`src/rtl/booth_r4_seq_mult.sv`:
```
// rtl/booth_r4_seq_mult.sv - iterative signed radix-4 Booth multiplier, one digit per clock
//
// Purpose:
//   Computes the exact 2N-bit signed product of two N-bit two's complement
//   operands by retiring one radix-4 Booth digit per clock. The product feeds
//   the CLA accumulate stage of the MACC as its addend.
//
// Ports:
//   clk        in   1    clock, all state changes on the rising edge
//   rst        in   1    synchronous active-high reset, dominates everything
//   in_valid   in   1    a_in/b_in carry a valid operand pair
//   in_ready   out  1    block is idle and will accept operands
//   a_in       in   N    signed multiplicand
//   b_in       in   N    signed multiplier
//   out_valid  out  1    product is valid
//   out_ready  in   1    downstream accepts the product
//   product    out  2N   signed product, forced to 0 while out_valid is low
//
// Parameters:
//   N          operand width, even and >= 4
//
// Build options:
//   BOOTH_ZERO_SKIP_EN  when defined, finish as soon as every remaining Booth
//                       digit is known to be zero (latency 1..N/2 edges);
//                       when undefined, latency is always N/2 edges.

module booth_r4_seq_mult #(
    parameter int N = 16
) (
    input  logic             clk,
    input  logic             rst,
    input  logic             in_valid,
    output logic             in_ready,
    input  logic [N-1:0]     a_in,
    input  logic [N-1:0]     b_in,
    output logic             out_valid,
    input  logic             out_ready,
    output logic [2*N-1:0]   product
);

    localparam int W      = 2 * N;
    localparam int DIGITS = N / 2;
    localparam int CW     = $clog2(DIGITS);

    typedef enum logic [1:0] {
        IDLE = 2'd0,
        RUN  = 2'd1,
        DONE = 2'd2
    } state_t;

    // Architectural state
    state_t         state_q;
    logic [W-1:0]   a_q;          // sign-extended multiplicand, pre-shifted by 2i
    logic [N-1:0]   b_q;          // multiplier, arithmetically shifted right by 2i
    logic           bm1_q;        // B[2i-1], the overlap bit of the current digit
    logic [W-1:0]   p_q;          // running partial sum
    logic [CW-1:0]  cnt_q;        // index of the digit processed this cycle

    // Registered outputs
    logic           in_ready_q;
    logic           out_valid_q;
    logic [W-1:0]   product_q;

    // Next-state values of the datapath while in RUN
    logic [W-1:0]   a_d;
    logic [N-1:0]   b_d;
    logic           bm1_d;
    logic [W-1:0]   p_d;
    logic [CW-1:0]  cnt_d;

    // Booth digit decode
    logic           dig_one;      // |d| == 1
    logic           dig_two;      // |d| == 2
    logic           dig_neg;      // d negative (or the harmless 111 case)
    logic [W-1:0]   pp_mag;       // |d| * A, already aligned to weight 4^i
    logic [W-1:0]   pp_add;       // one's complement of pp_mag when negative

    logic           last_digit;
    logic           rest_zero;

    // Digit i uses bits (B[2i+1], B[2i], B[2i-1]); because b_q is shifted
    // right by two every step, those are always b_q[1], b_q[0], bm1_q.
    always_comb begin
        dig_one = b_q[0] ^ bm1_q;
        dig_two = (b_q[1] & ~b_q[0] & ~bm1_q) | (~b_q[1] & b_q[0] & bm1_q);
        dig_neg = b_q[1];

        pp_mag = '0;
        if (dig_one) begin
            pp_mag = a_q;
        end else if (dig_two) begin
            pp_mag = {a_q[W-2:0], 1'b0};
        end

        // Negation is invert-plus-one; the +1 enters as the carry-in of the
        // same add. For pattern 111 the magnitude is zero, so ~0 + 1 wraps to 0.
        pp_add = pp_mag ^ {W{dig_neg}};
        p_d    = p_q + pp_add + {{(W-1){1'b0}}, dig_neg};

        a_d    = {a_q[W-3:0], 2'b00};
        b_d    = {{2{b_q[N-1]}}, b_q[N-1:2]};
        bm1_d  = b_q[1];
        cnt_d  = cnt_q + CW'(1);
    end

`ifdef BOOTH_ZERO_SKIP_EN
    // b_q[N-1:1] holds B[N-1:2i+1] padded with copies of the sign bit, so the
    // remaining digits are all zero exactly when this slice is uniform.
    assign rest_zero = (~|b_q[N-1:1]) | (&b_q[N-1:1]);
`else
    assign rest_zero = 1'b0;
`endif

    assign last_digit = (cnt_q == CW'(DIGITS - 1)) | rest_zero;

    always_ff @(posedge clk) begin
        if (rst) begin
            state_q     <= IDLE;
            a_q         <= '0;
            b_q         <= '0;
            bm1_q       <= 1'b0;
            p_q         <= '0;
            cnt_q       <= '0;
            in_ready_q  <= 1'b1;
            out_valid_q <= 1'b0;
            product_q   <= '0;
        end else begin
            case (state_q)
                IDLE: begin
                    if (in_valid) begin
                        a_q        <= {{N{a_in[N-1]}}, a_in};
                        b_q        <= b_in;
                        bm1_q      <= 1'b0;
                        p_q        <= '0;
                        cnt_q      <= '0;
                        in_ready_q <= 1'b0;
                        state_q    <= RUN;
                    end
                end

                RUN: begin
                    a_q   <= a_d;
                    b_q   <= b_d;
                    bm1_q <= bm1_d;
                    p_q   <= p_d;
                    cnt_q <= cnt_d;
                    if (last_digit) begin
                        out_valid_q <= 1'b1;
                        product_q   <= p_d;
                        state_q     <= DONE;
                    end
                end

                DONE: begin
                    // in_valid is deliberately not looked at here; a new
                    // operand pair is only taken once back in IDLE.
                    if (out_ready) begin
                        out_valid_q <= 1'b0;
                        product_q   <= '0;
                        in_ready_q  <= 1'b1;
                        state_q     <= IDLE;
                    end
                end

                default: begin
                    state_q     <= IDLE;
                    in_ready_q  <= 1'b1;
                    out_valid_q <= 1'b0;
                    product_q   <= '0;
                end
            endcase
        end
    end

    assign in_ready  = in_ready_q;
    assign out_valid = out_valid_q;
    assign product   = product_q;

endmodule
```
`config.mk`:
```
export PLATFORM = sky130hd
export DESIGN_NAME = booth_r4_seq_mult
export DESIGN_NICKNAME = d
export VERILOG_FILES = /design/src/rtl/booth_r4_seq_mult.sv
export SDC_FILE = /design/constraint.sdc
export NUM_CORES = 1
export LEC_CHECK = 0
export ABC_CLOCK_PERIOD_IN_PS = 4000
export BUFFER_PORTS_ARGS = -buffer_cell sky130_fd_sc_hd__buf_2
export CORE_MARGIN = 2
export CORE_UTILIZATION = 61
export CTS_CLUSTER_DIAMETER = 80
export DETAILED_ROUTE_END_ITERATION = 12
export PLACE_DENSITY_LB_ADDON = 0.1
export SYNTH_ARGS = -nofsm -noshare
export SYNTH_HDL_FRONTEND = slang
export SYNTH_SLANG_ARGS = --single-unit
```
`constraint.sdc`:
```
create_clock -name clk -period 4 [get_ports clk]
set_input_delay 0.2 -clock clk [delete_from_list [all_inputs] [get_ports clk]]
set_output_delay 0.2 -clock clk [all_outputs]
set_load 0.01 [all_outputs]
```
Word level (Yosys, flattened, before mapping)
Cells that the tools add are included.

Register bits: 120. Bits in latches: 0. Memory bits (writable): 0. Memory bits (read-only): 0. Output and inout port bits: 34. Logic and storage cells: 62. Memories: 0.

$add $sub $neg: 3. Multiply operators: 0. Divide/modulo/power cells: 0. Order comparisons: 0. Equal/unequal tests: 6. Shifts and indexed selects: 0. Muxes and demuxes: 24. Bitwise logic cells: 12. Reductions and logical operators: 7.

Operators with widths (number): two-way mux 32 bit (6); case mux 32 bit (2 select lines) (2); case mux 32 bit (3 select lines) (1); adder 32 x 1 -> 32 bit (1); adder 32 bit (1); case mux 16 bit (2 select lines) (1); bitwise XOR 32 bit (1); two-way mux 16 bit (1); AND reduction 3 bit (4); two-way mux 2 bit (3); inequality test 2 bit (second input constant) (3); case mux 1 bit (3 select lines) (2); case mux 2 bit (3 select lines) (1); case mux 3 bit (2 select lines) (1); inverter 1 bit (5); AND 1 bit (4); two-way mux 1 bit (4); adder 3 x 1 -> 3 bit (second input constant) (1); equality test 3 bit (second input constant) (1); two-way mux 3 bit (1); equality test 2 x 1 -> 1 bit (second input constant) (1); equality test 2 bit (second input constant) (1); zero test 2 bit (1); case mux 1 bit (2 select lines) (1); other kinds (4) (4).

Depth between registers and ports, before layout
Gate-level depths: netlist of run 1.

Word-level depth: 11. Mapped depth: 17. Mapped depth without buffers: 14.

Worst setup path before layout of run 1
Ideal clock, no wire load.

Path type: register to register. Start: reg bm1_q. End: reg p_q[30]. Library setup time: 0.079 ns. Data arrival time: 3.539 ns. Data required time: 3.921 ns. Setup slack: 0.382 ns. Cell stages (with the launch flop): 17. Path buffers: 3. Clock period less this slack: 3.618 ns. Path through: dfxtp_1 > clkbuf_2 > clkbuf_1 > clkbuf_1 > a2bb2oi_1 > nor2_1 > a211oi_1 > inv_1 > fa_1 > nand3b_1 > a21oi_1 > o211ai_2 > a31oi_1 > o21ai_1 > a21oi_2 > mux2_2 > o211ai_1.

Cells in the longest elaborated chain, start to end: 9. Elaborated cells between the ends (all ways): 11. Those cells by class: add/sub: 2; mux: 3; bitwise: 6.

Ends and longest elaborated chain: from (decl) (RTL line 55) `logic bm1_q;`; from (signal assigned) (RTL line 144) `bm1_q <= bm1_d;`; inverter 1 bit (RTL line 85) `dig_two = (b_q[1] & ~b_q[0] & ~bm1_q) | (~b_q[1] & b_q[0] & bm1_q);`; AND 1 bit (RTL line 85); OR 1 bit (RTL line 85); two-way mux 32 bit (RTL line 91) `end else if (dig_two) begin`; two-way mux 32 bit * (RTL line 89) `if (dig_one) begin`; bitwise XOR 32 bit * (RTL line 97) `pp_add = pp_mag ^ {W{dig_neg}};`; adder 32 bit * (RTL line 98) `p_d = p_q + pp_add + {{(W-1){1'b0}}, dig_neg};`; adder 32 x 1 -> 32 bit * (RTL line 98); case mux 32 bit (2 select lines) * (RTL line 128) `case (state_q)`; to (signal assigned) (RTL line 145) `p_q <= p_d;`; to (decl) (RTL line 56) `logic [W-1:0] p_q;`.

Mark *: on every way between the ends. The rest lies on a longest branch, timed or not. A chain may end at the register's enable or synchronous reset.

Worst setup path in the final report of run 1
Start: reg b_q[1]. End: reg product_q[29] (netlist: product[29]).

Cells in the longest elaborated chain, start to end: 11. Elaborated cells between the ends (all ways): 13. Those cells by class: add/sub: 2; mux: 4; bitwise: 7.

Ends and longest elaborated chain: from (decl) (RTL line 54) `logic [N-1:0] b_q;`; from (signal assigned) (RTL line 132) `b_q <= b_in;`; inverter 1 bit (RTL line 85); AND 1 bit (2 in series) (RTL line 85); OR 1 bit (RTL line 85); two-way mux 32 bit (RTL line 91); two-way mux 32 bit (RTL line 89); bitwise XOR 32 bit (RTL line 97); adder 32 bit (RTL line 98); adder 32 x 1 -> 32 bit * (RTL line 98); two-way mux 32 bit * (RTL line 147) `if (last_digit) begin`; case mux 32 bit (3 select lines) * (RTL line 128); to (signal assigned) (RTL line 149) `product_q <= p_d;`; to (decl) (RTL line 62) `logic [W-1:0] product_q;`.

Mark *: on every way between the ends. The rest lies on a longest branch, timed or not. The select of a mux whose other input is x is not followed.

==> results.ini, run 1 <==
[timing]
setup_ws_ns=0.3862
fin_skew_ns=0.007007
fmax_mhz=276.7
tightestPinTransition_ns=0.8635
hold_viol=0
tns_ns=0
final_max_slew_viol_count=0
rsz0062_at_grt=false
setup_viol=0
period_needed_ns=3.614
fin_crit_sh_pct=90.34
timing.slew.headroom_pct=42.22

[floorplan]
ios=70
dieArea_um2=13970
coreArea_um2=12670
fp.dieW_um=118.2
start_util_pct=62.77
rows=41
die_height_um=118.2

[finish]
multi_input_area_um2=5207
final_common_cell=a21oi_1
stdcell_count=1225
layout-drive-gt1-share_pct=13.11
seq_area_um2=2406
num-fill-cells=1057
syn2layout_area_growth_pct=13.10
layout_common_cells=a21oi_1, dfxtp_1, nand2_1
layout.nets=1116
num_antenna_cells=0
postLayoutCoreUtil_pct=71.00

[logic_synthesis]
yosysSeqAreaShare_pct=30.20
synth-seq-cells=120
synth_edf_count=0
synth_warnings=0
avgSynthCellArea_um2=7.829
synth_nets=1092
ys_async_sr_fraction_pct=0
postSynthCellCount=1016
synthDistinctLibCells=60
synthFlopType=dfxtp_1
synthesis.area_um2=7954

[clock_network]
htree_levels=4
cts_resized=0
cts_hold_buf=1
numCtsBuffers=17
cts_tree=built
clkLatencyLatePin_ns=0.43
clock_sinks=120
post_cts_buffers=0
clkSlewWorstSetupHoldPaths_ns=0.05
cts_root_buf=clkbuf_16
cts_buffer_depth=2

[min_path]
worstHoldPathType=in -> reg

[grt]
grt_pass1_vias=6725
grt_first_pass_wirelength_um=33420
grt_use_total_pct=29.36
grt_antenna_before_repair=0
overflow=0
grt_max_degree=91

[power]
peakVddDrop_mv=0.3686
total_leakage_power_nw=3.762
power_w=0.003651
power_density_nw_per_um2=405.8

[critical_path]
critical_path_arrival_ns=3.93
cp-start-kind=register
cp-end-kind=register
worstSetupPathType=reg -> reg
required_ns=4.32
crit_path_max_fanout=49

[place]
dpl.hpwl_um=13880
portBuffers=69
place.gp.congestion=1.004
post-place-cells=1192
preCtsSetupSlack_ns=0.4821

[detailed_routing]
ant_nets=0
totalWireLength_um=20610
drc_errors=0
drt-pass1-iter-count=6
dr_total_vias=7586
first_iter_violations=751
vias_per_cell=6.193
wl_per_cell_um=16.82

[flow_run]
drv_cap=0

[outcome]
outcome=finished clean

==> power breakdown <==
group	internal, W	switching, W
registers	0.00126	0.0000734
logic	0.000276	0.000438
clock network	0.00104	0.000561
total	0.00258	0.00107
==> registers in the layout (all words and copies together), names as in the netlist <==
signal and count:
a_q 32, p_q 32, product 32, b_q 16, cnt_q 3, state_q 2, bm1_q 1, in_ready 1
out_valid 1
==> area by class of cell <==
type	instances	area share, %
well taps	172	2.392
repair buffers	88	5.730
flip-flops and latches	120	26.75
clock buffers	25	5.508
multi-input cells	802	57.89
clock inverters	7	1.280
inverters	11	0.4590
==> routing by layer <==
layer | wire, µm | track usage [%]
met4 | 643 | 11.97
met5 | 0 | 0
met2 | 9987 | 49.46
met1 | 9151 | 36.62
met3 | 827 | 5.840
==> synth_stat cells, types with 14 or more instances <==
cell type / count / share of area [%]
a211oi_1: 29 / 2.7
nor3_1: 14 / 0.88
a21oi_1: 129 / 8.1
ha_1: 39 / 6.1
a22oi_1: 33 / 3.1
nor2_1: 83 / 3.9
nand2_1: 86 / 4.1
a22o_1: 28 / 3.1
xor2_1: 15 / 1.7
clkbuf_1: 64 / 3.0
o22ai_1: 31 / 2.4
o21ai_0: 52 / 3.3
maj3_1: 31 / 3.9
nand3_1: 16 / 1.0
dfxtp_1: 120 / 30
mux2i_1: 32 / 4.0
nand2b_1: 34 / 2.7
nor2b_1: 37 / 2.9
==> worst max-delay path, cell delays in order, from the launching register on <==
cell and delay, ns:
dfxtp_2 0.39, buf_4 0.40, buf_4 0.43, o21ai_0 0.15
a21oi_1 0.17, ha_1 0.31, a21oi_1 0.24, nor2b_1 0.10
o21ai_0 0.18, a21oi_1 0.21, a221o_1 0.39, a31oi_1 0.18
xnor2_1 0.12, a22o_1 0.20
==> final timing paths <==
kind | depth (start not counted) | startpoint | slack, ns | to
setup / recovery | 13 | b_q[1] | 0.39 | product[29]
hold / removal | 3 | a_in[0] | 0.02 | a_q[0]
setup reg to reg | 13 | b_q[1] | 0.39 | product[29]
hold reg to reg | 2 | product[15] | 0.45 | product[15]
==> through the flow <==
step                      cell area, µm²  hold WS, ns
after floorplan                     7954       0.3386
after global placement              8376       0.4258
after detailed placement            8376       0.4345
after CTS                           8996      0.01533
after global routing                8996      0.03728
final                               8996      0.01852
==> logic make-up after synthesis <==
family	share of synthesized area, %
fa+ha+maj	10.29
flops	30.20
xor+xnor	3.083
mux	4.310
simple gates	18.20
compound gates	29.38
buf+inv	4.530
(Power assumes the default switching activity.)
==> inputs of run 2 (changes only) <==
Settings changed: ABC_AREA set to 1, CORE_UTILIZATION 61 to 60.
==> run 2 against run 1 <==
Routed wire length down 16%. Design area down 10%. Sequential power about the same. Core utilization decreased by 0.19 points. Clock power grew 5%. Critical path type unchanged. Critical endpoint is now p_q[22]. Largest cell class unchanged. Highest routed layer unchanged.
==> results.ini, run 2 <==
[clock_network]
cts_hold_buf=0  ; was 1
clock_sinks=120  ; unchanged
cts_root_buf=clkbuf_16  ; unchanged
clkLatencyLatePin_ns=0.43  ; about the same
cts_tree=built  ; unchanged
numCtsBuffers=17  ; unchanged
htree_levels=4  ; unchanged
cts_buffer_depth=2  ; unchanged
post_cts_buffers=0  ; unchanged
cts_resized=0  ; unchanged
clkSlewWorstSetupHoldPaths_ns=0.05  ; about the same

[finish]
fin_area_um2=8085  ; was 8996 µm²
layout_common_cells=nand2_1, a21oi_1, dfxtp_1  ; was a21oi_1, dfxtp_1, nand2_1
layout.nets=1102  ; was 1116
num-fill-cells=1002  ; was 1057
final_common_cell=nand2_1  ; was a21oi_1
num_antenna_cells=0  ; unchanged
postLayoutCoreUtil_pct=70.81  ; was 71.00%
syn2layout_area_growth_pct=14.74  ; was 13.10%
layout-drive-gt1-share_pct=15.11  ; was 13.11%

[logic_synthesis]
ys_async_sr_fraction_pct=0  ; unchanged
synth_most_common_cell=nand2_1  ; was a21oi_1
synth_nets=1056  ; was 1092
synth-seq-cells=120  ; unchanged
yosysTopAreaCellShare_pct=34.09  ; was 30.20%
synth_edf_count=0  ; unchanged
postSynthCellCount=980  ; was 1016
synthDistinctLibCells=44  ; was 60
synth_warnings=0  ; unchanged
post-synth-top-area-cell=dfxtp_1  ; unchanged
synth.area.top_cells=dfxtp_1, nand2_1, a21oi_1  ; was dfxtp_1, a21oi_1, ha_1
synthFlopType=dfxtp_1  ; unchanged
synthesis.area_um2=7047  ; was 7954 µm²
yosysSeqAreaShare_pct=34.09  ; was 30.20%
avgSynthCellArea_um2=7.191  ; was 7.829 µm²
synth_common_cells=nand2_1, a21oi_1, dfxtp_1  ; was a21oi_1, dfxtp_1, nand2_1

[floorplan]
die_height_um=112.4  ; was 118.2 µm
start_util_pct=61.71  ; was 62.77%
coreArea_um2=11420  ; was 12670 µm²
fp.dieW_um=112.4  ; was 118.2 µm
rows=39  ; was 41
ios=70  ; unchanged
dieArea_um2=12630  ; was 13970 µm²

[detailed_routing]
wl_per_cell_um=14.62  ; was 16.82 µm
first_iter_violations=412  ; was 751
dr_total_vias=6627  ; was 7586
vias_per_cell=5.607  ; was 6.193
ant_nets=0  ; unchanged
drt-pass1-iter-count=7  ; was 6
drc_errors=0  ; unchanged
totalWireLength_um=17280  ; was 20610 µm

[grt]
grt_antenna_before_repair=0  ; unchanged
grt_use_total_pct=28.30  ; was 29.36%
overflow=0  ; unchanged
grt_first_pass_wirelength_um=29070  ; was 33420 µm
grt_max_degree=84  ; was 91
grt_pass1_vias=5976  ; was 6725

[critical_path]
cp-start-kind=register  ; unchanged
cp-end-kind=register  ; unchanged
crit_path_max_fanout=31  ; was 49
required_ns=4.35  ; was 4.32 ns
critical_path_arrival_ns=3.61  ; was 3.93 ns
worstSetupPathType=reg -> reg  ; unchanged

[power]
p_int_w=0.002698  ; was 0.002578 W
combPwrFrac_pct=21.1  ; was 19.6%
power_density_nw_per_um2=475.5  ; was 405.8 nW/µm²
switching_power_w=0.001147  ; was 0.001072 W
power_w=0.003845  ; was 0.003651 W
peakVddDrop_mv=0.4201  ; was 0.3686 mV
total_leakage_power_nw=3.570  ; was 3.762 nW
swShare_pct=29.83  ; was 29.37%
seqPwrFrac_pct=35.1  ; was 36.5%
p_clk_share_pct=43.8  ; was 43.9%

[timing]
tns_ns=0  ; unchanged
fin_crit_sh_pct=81.59  ; was 90.34%
rsz0062_at_grt=false  ; unchanged
final_max_slew_viol_count=0  ; unchanged
timing.slew.headroom_pct=39.65  ; was 42.22%
fin_skew_ns=0.007673  ; was 0.007007 ns
hold_viol=0  ; unchanged
tightestPinTransition_ns=0.9053  ; was 0.8635 ns
period_needed_ns=3.264  ; was 3.614 ns
setup_ws_ns=0.7363  ; was 0.3862 ns
setup_viol=0  ; unchanged
fmax_mhz=306.4  ; was 276.7 MHz

[place]
place.gp.congestion=0.9672  ; was 1.004
preCtsSetupSlack_ns=0.8125  ; was 0.4821 ns
dpl.hpwl_um=12100  ; was 13880 µm
portBuffers=69  ; unchanged
dpl_cell_area_um2=7426  ; was 8376 µm²

[min_path]
worstHoldPathType=in -> reg  ; unchanged

[outcome]
outcome=finished clean  ; unchanged

[flow_run]
drv_cap=0  ; unchanged

==> run 2: cell families (layout without fill, tap and decap cells) <==
family	after synthesis	count (layout)	synth area share, %
adders and majority gates	40	40	7.209
buffers and inverters	146	205	8.203
AOI/OAI and AO/OA	311	311	25.59
and+or+nand+nor	330	330	20.81
xor gates and xnor gates	33	33	4.102
DFF	120	120	34.09
==> run 2: power groups by stage <==
stage / Combinational, W / Clock (W) / Sequential [W]
after floorplan: 0.000597 / 0 / 0.00137
after global placement: 0.000791 / 0 / 0.00137
after detailed placement: 0.000801 / 0 / 0.00137
after CTS: 0.000807 / 0.00170 / 0.00135
after global routing: 0.000914 / 0.00175 / 0.00136
final: 0.000811 / 0.00168 / 0.00135
==> run 2: final timing paths <==
| kind | depth (start not counted) | from | end | slack [ns] |
|---|---|---|---|---|
| worst min-delay path | 3 | a_in[1] | a_q[1] | 0.03 |
| worst max-delay path | 15 | b_q[1] | p_q[22] | 0.74 |
| worst min register to register | 2 | out_valid | out_valid | 0.46 |
| worst max register to register | 15 | b_q[1] | p_q[22] | 0.74 |
==> run 2: cell type report <==
type                            instances  area [µm²]  share of cell area [%]
Multi-Input combinational cell        714        4071                   50.36
Clock buffer                           22       494.2                   6.113
Sequential cell                       120        2402                   29.71
Tap cell                              143       178.9                   2.213
Inverter                               94       352.8                   4.364
Timing Repair Buffer                   79       420.4                   5.200
Clock inverter                         10       165.2                   2.043
==> run 2: worst max-delay path, cell delays in order, from the launching register on <==
cell and delay, ns:
dfxtp_1 0.36, buf_4 0.31, nand2_1 0.09, nand2_1 0.06, buf_4 0.28, o22ai_1 0.13
xor2_1 0.30, ha_1 0.31, a21oi_1 0.21, o21ai_0 0.19, a21oi_1 0.19, nand2_2 0.13
a21oi_1 0.25, or2_1 0.14, nand3_1 0.08, a21oi_1 0.14
==> run 2: routing by layer <==
metal | vias to the layer above | global-route usage, % | wire length, µm | share of wire [%]
met3 | 25 | 5.292 | 1050 | 6.1
met2 | 208 | 43.69 | 7619 | 44
met5 | - | 0 | 0 | 0
li1 | 3440 | - | - | -
met1 | 2954 | 40.01 | 8294 | 48
met4 | 0 | 9.675 | 318 | 1.8
==> run 2: per-stage QoR <==
| step | cells | hold WS [ns] |
|---|---|---|
| after floorplan | 980 | 0.3478 |
| after global placement | 1150 | 0.4412 |
| after detailed placement | 1150 | 0.4454 |
| after CTS | 1182 | 0.01474 |
| after global routing | 1182 | 0.02539 |
| final | 1182 | 0.02628 |
==> inputs of run 3 (changes only) <==
Settings changed: ABC_CLOCK_PERIOD_IN_PS 4000 to 3200.
Clock period 4 ns to 3.2 ns, I/O delays scaled along.
==> run 3 against run 2 <==
First-iteration DRC count increased by 29%. Critical endpoint is now p_q[11]. Critical path type unchanged. Cell count increased by 0.51%. Core utilization increased by 0.91 points. Combinational power increased by 32%. Register-to-register slack got worse by 0.54 ns. Sequential share of layout area decreased by 0.38 points. Highest routed layer unchanged. Non-clock buffer count increased by 9. Largest power group unchanged. Sequential cell count unchanged. Design area increased by 1.3%. Fmax increased by 8.8%.
==> results.ini, run 3 (synthesis gave the netlist of run 2 again) <==
[outcome]
outcome=finished clean  ; unchanged

[timing]
setup_ws_ns=0.1990  ; was 0.7363 ns
final_max_slew_viol_count=0  ; unchanged
fin_crit_sh_pct=93.78  ; was 81.59%
setup_viol=0  ; unchanged
fin_skew_ns=0.01029  ; was 0.007673 ns
fmax_mhz=333.2  ; was 306.4 MHz
tightestPinTransition_ns=1.196  ; was 0.9053 ns
hold_viol=0  ; unchanged
period_needed_ns=3.001  ; was 3.264 ns
timing.slew.headroom_pct=20.16  ; was 39.65%

[finish]
final_common_cell=nand2_1  ; unchanged
layout.nets=1111  ; was 1102
syn2layout_area_growth_pct=16.21  ; was 14.74%
num_antenna_cells=0  ; unchanged
layout-drive-gt1-share_pct=15.79  ; was 15.11%
layout_common_cells=nand2_1, a21oi_1, dfxtp_1  ; unchanged
fin_area_um2=8189  ; was 8085 µm²

[critical_path]
required_ns=3.46  ; was 4.35 ns
r2r_start=bm1_q  ; was b_q[1]
critical_path_arrival_ns=3.26  ; was 3.61 ns
crit_path_max_fanout=30  ; was 31
worst-r2r-setup-slack_ns=0.20  ; was 0.74 ns
critPathMaxStageDelay_ns=0.36  ; about the same
critPathSlowestCell=dfxtp_1  ; unchanged
cp-start-kind=register  ; unchanged
reg2reg_depth=15  ; unchanged
cpLargestDelayFamily=compound AO/OA/AOI/OAI gates  ; unchanged
critPathBufInv=3  ; was 2
worstSetupPathType=reg -> reg  ; unchanged
path_cells=inv_1 > nand2_4 > nand2_1 > buf_12 > o22ai_1 > xor2_1 > ha_1 > a21oi_1 > inv_1 > a31oi_1 > nand2_2 > nand2_1 > nand2_2 > o21ai_0 > a21oi_1  ; was buf_4 > nand2_1 > nand2_1 > buf_4 > o22ai_1 > xor2_1 > ha_1 > a21oi_1 > o21ai_0 > a21oi_1 > nand2_2 > a21oi_1 > or2_1 > nand3_1 > a21oi_1
cp-end-kind=register  ; unchanged
r2r-end=p_q[11]  ; was p_q[22]

[grt]
use_met3_pct=6.048  ; was 5.292%
use_met2_pct=46.99  ; was 43.69%
top_usage_layer=met2  ; unchanged
overflow=0  ; unchanged
grt_use_total_pct=29.19  ; was 28.30%
grt_max_degree=84  ; unchanged
grt_util_met1_pct=39.22  ; was 40.01%
grt_first_pass_wirelength_um=29780  ; was 29070 µm
grt_pass1_vias=6235  ; was 5976
grt_antenna_before_repair=0  ; unchanged

[detailed_routing]
drt-pass1-iter-count=5  ; was 7
first_iter_violations=533  ; was 412
vias_per_cell=5.714  ; was 5.607
drc_errors=0  ; unchanged
ant_nets=0  ; unchanged
dr_total_vias=6788  ; was 6627
totalWireLength_um=18160  ; was 17280 µm
wl_per_cell_um=15.29  ; was 14.62 µm

[clock_network]
clkLatencyLatePin_ns=0.42  ; was 0.43 ns
htree_levels=4  ; unchanged
cts_root_buf=clkbuf_16  ; unchanged
clock_sinks=120  ; unchanged
cts_buffer_depth=2  ; unchanged
numCtsBuffers=17  ; unchanged
cts_tree=built  ; unchanged
clkSlewWorstSetupHoldPaths_ns=0.05  ; about the same

[floorplan]
ios=70  ; unchanged
fp.dieW_um=112.4  ; unchanged
rows=39  ; unchanged
dieArea_um2=12630  ; unchanged
die_height_um=112.4  ; unchanged
coreArea_um2=11420  ; unchanged
start_util_pct=61.71  ; unchanged

[place]
portBuffers=69  ; unchanged
place.gp.congestion=1.072  ; was 0.9672
dpl_cell_area_um2=7463  ; was 7426 µm²
dpl.hpwl_um=12370  ; was 12100 µm
preCtsSetupSlack_ns=0.2000  ; was 0.8125 ns

[power]
peakVddDrop_mv=0.5303  ; was 0.4201 mV
power_density_nw_per_um2=580.8  ; was 475.5 nW/µm²
total_leakage_power_nw=3.620  ; was 3.570 nW

[flow_run]
drv_cap=0  ; unchanged

[min_path]
worstHoldPathType=in -> reg  ; unchanged
min_from=b_in[14]  ; was a_in[1]
min_to=b_q[14]  ; was a_q[1]
hold_depth=3  ; unchanged

==> run 3: changes by cell type in the layout (fill, tap and decap cells not counted), sizes merged <==
cell | previous run | this run
buf | 79 | 84
dlygate4sd3 | 0 | 4
clkbuf | 22 | 20
clkinvlp | 3 | 2
==> run 3: timing repair <==
action | in CTS | in global routing
hold buffers | 4 | 0
buffers inserted | 0 | 5
endpoints found under the hold margin | 4 | 0
resized for setup | 0 | 12
endpoints found under the setup margin | 0 | 18
==> run 3: cell type report <==
type,count,area [µm²]
inverter,94,352.8
sequential,120,2402
fill,981,3229
clock inverter,9,150.1
clock buffer,20,456.7
multi-input combinational,714,4113
tap,143,178.9
timing repair buffer,88,535.5
==> run 3: power by group <==
part           total, W  internal [W]  switching (W)  leakage, nW
combinational   0.00107      0.000380       0.000692         2.34
clock           0.00199       0.00132       0.000670        0.294
sequential      0.00169       0.00162      0.0000687        0.985
==> run 3: tightest hold or removal path, stage by stage <==
cell and delay (ns):
buf_2 0.10, nand3_1 0.08, a31oi_1 0.07
==> run 3: routing by layer <==
metal	routed length, µm	up-vias	part of all wire (%)
li1	-	3467	-
met2	8285	204	46
met3	1004	28	5.5
met5	0	-	0
met1	8538	3089	47
met4	334	0	1.8
==> run 3: how the worst max path moves through the flow <==
stage / startpoint / end / slack (ns) / cells past startpoint
floorplan: b_q[1] / p_q[18] / 0.40 / 19
global placement: bm1_q / p_q[20] / 0.23 / 13
detailed placement: bm1_q / p_q[22] / 0.20 / 14
CTS: bm1_q / p_q[22] / 0.15 / 14
global route: b_q[0] / product[27] / -0.01 / 18
finish: bm1_q / p_q[11] / 0.20 / 15
==> run 3: per-stage QoR <==
stage | cells | setup TNS (ns) | utilization, % | power (W) | hold slack, ns
global placement | 1150 | 0 | 65.36 | 0.002724 | 0.4219
floorplan | 980 | 0 | - | 0.002465 | 0.3078
detailed placement | 1150 | 0 | 65.36 | 0.002734 | 0.4266
finish | 1188 | 0 | 71.72 | 0.004756 | 0.04444
CTS | 1183 | 0 | 71.03 | 0.004737 | 0.01520
global route | 1188 | -0.01081 | 71.72 | 0.004978 | 0.05595
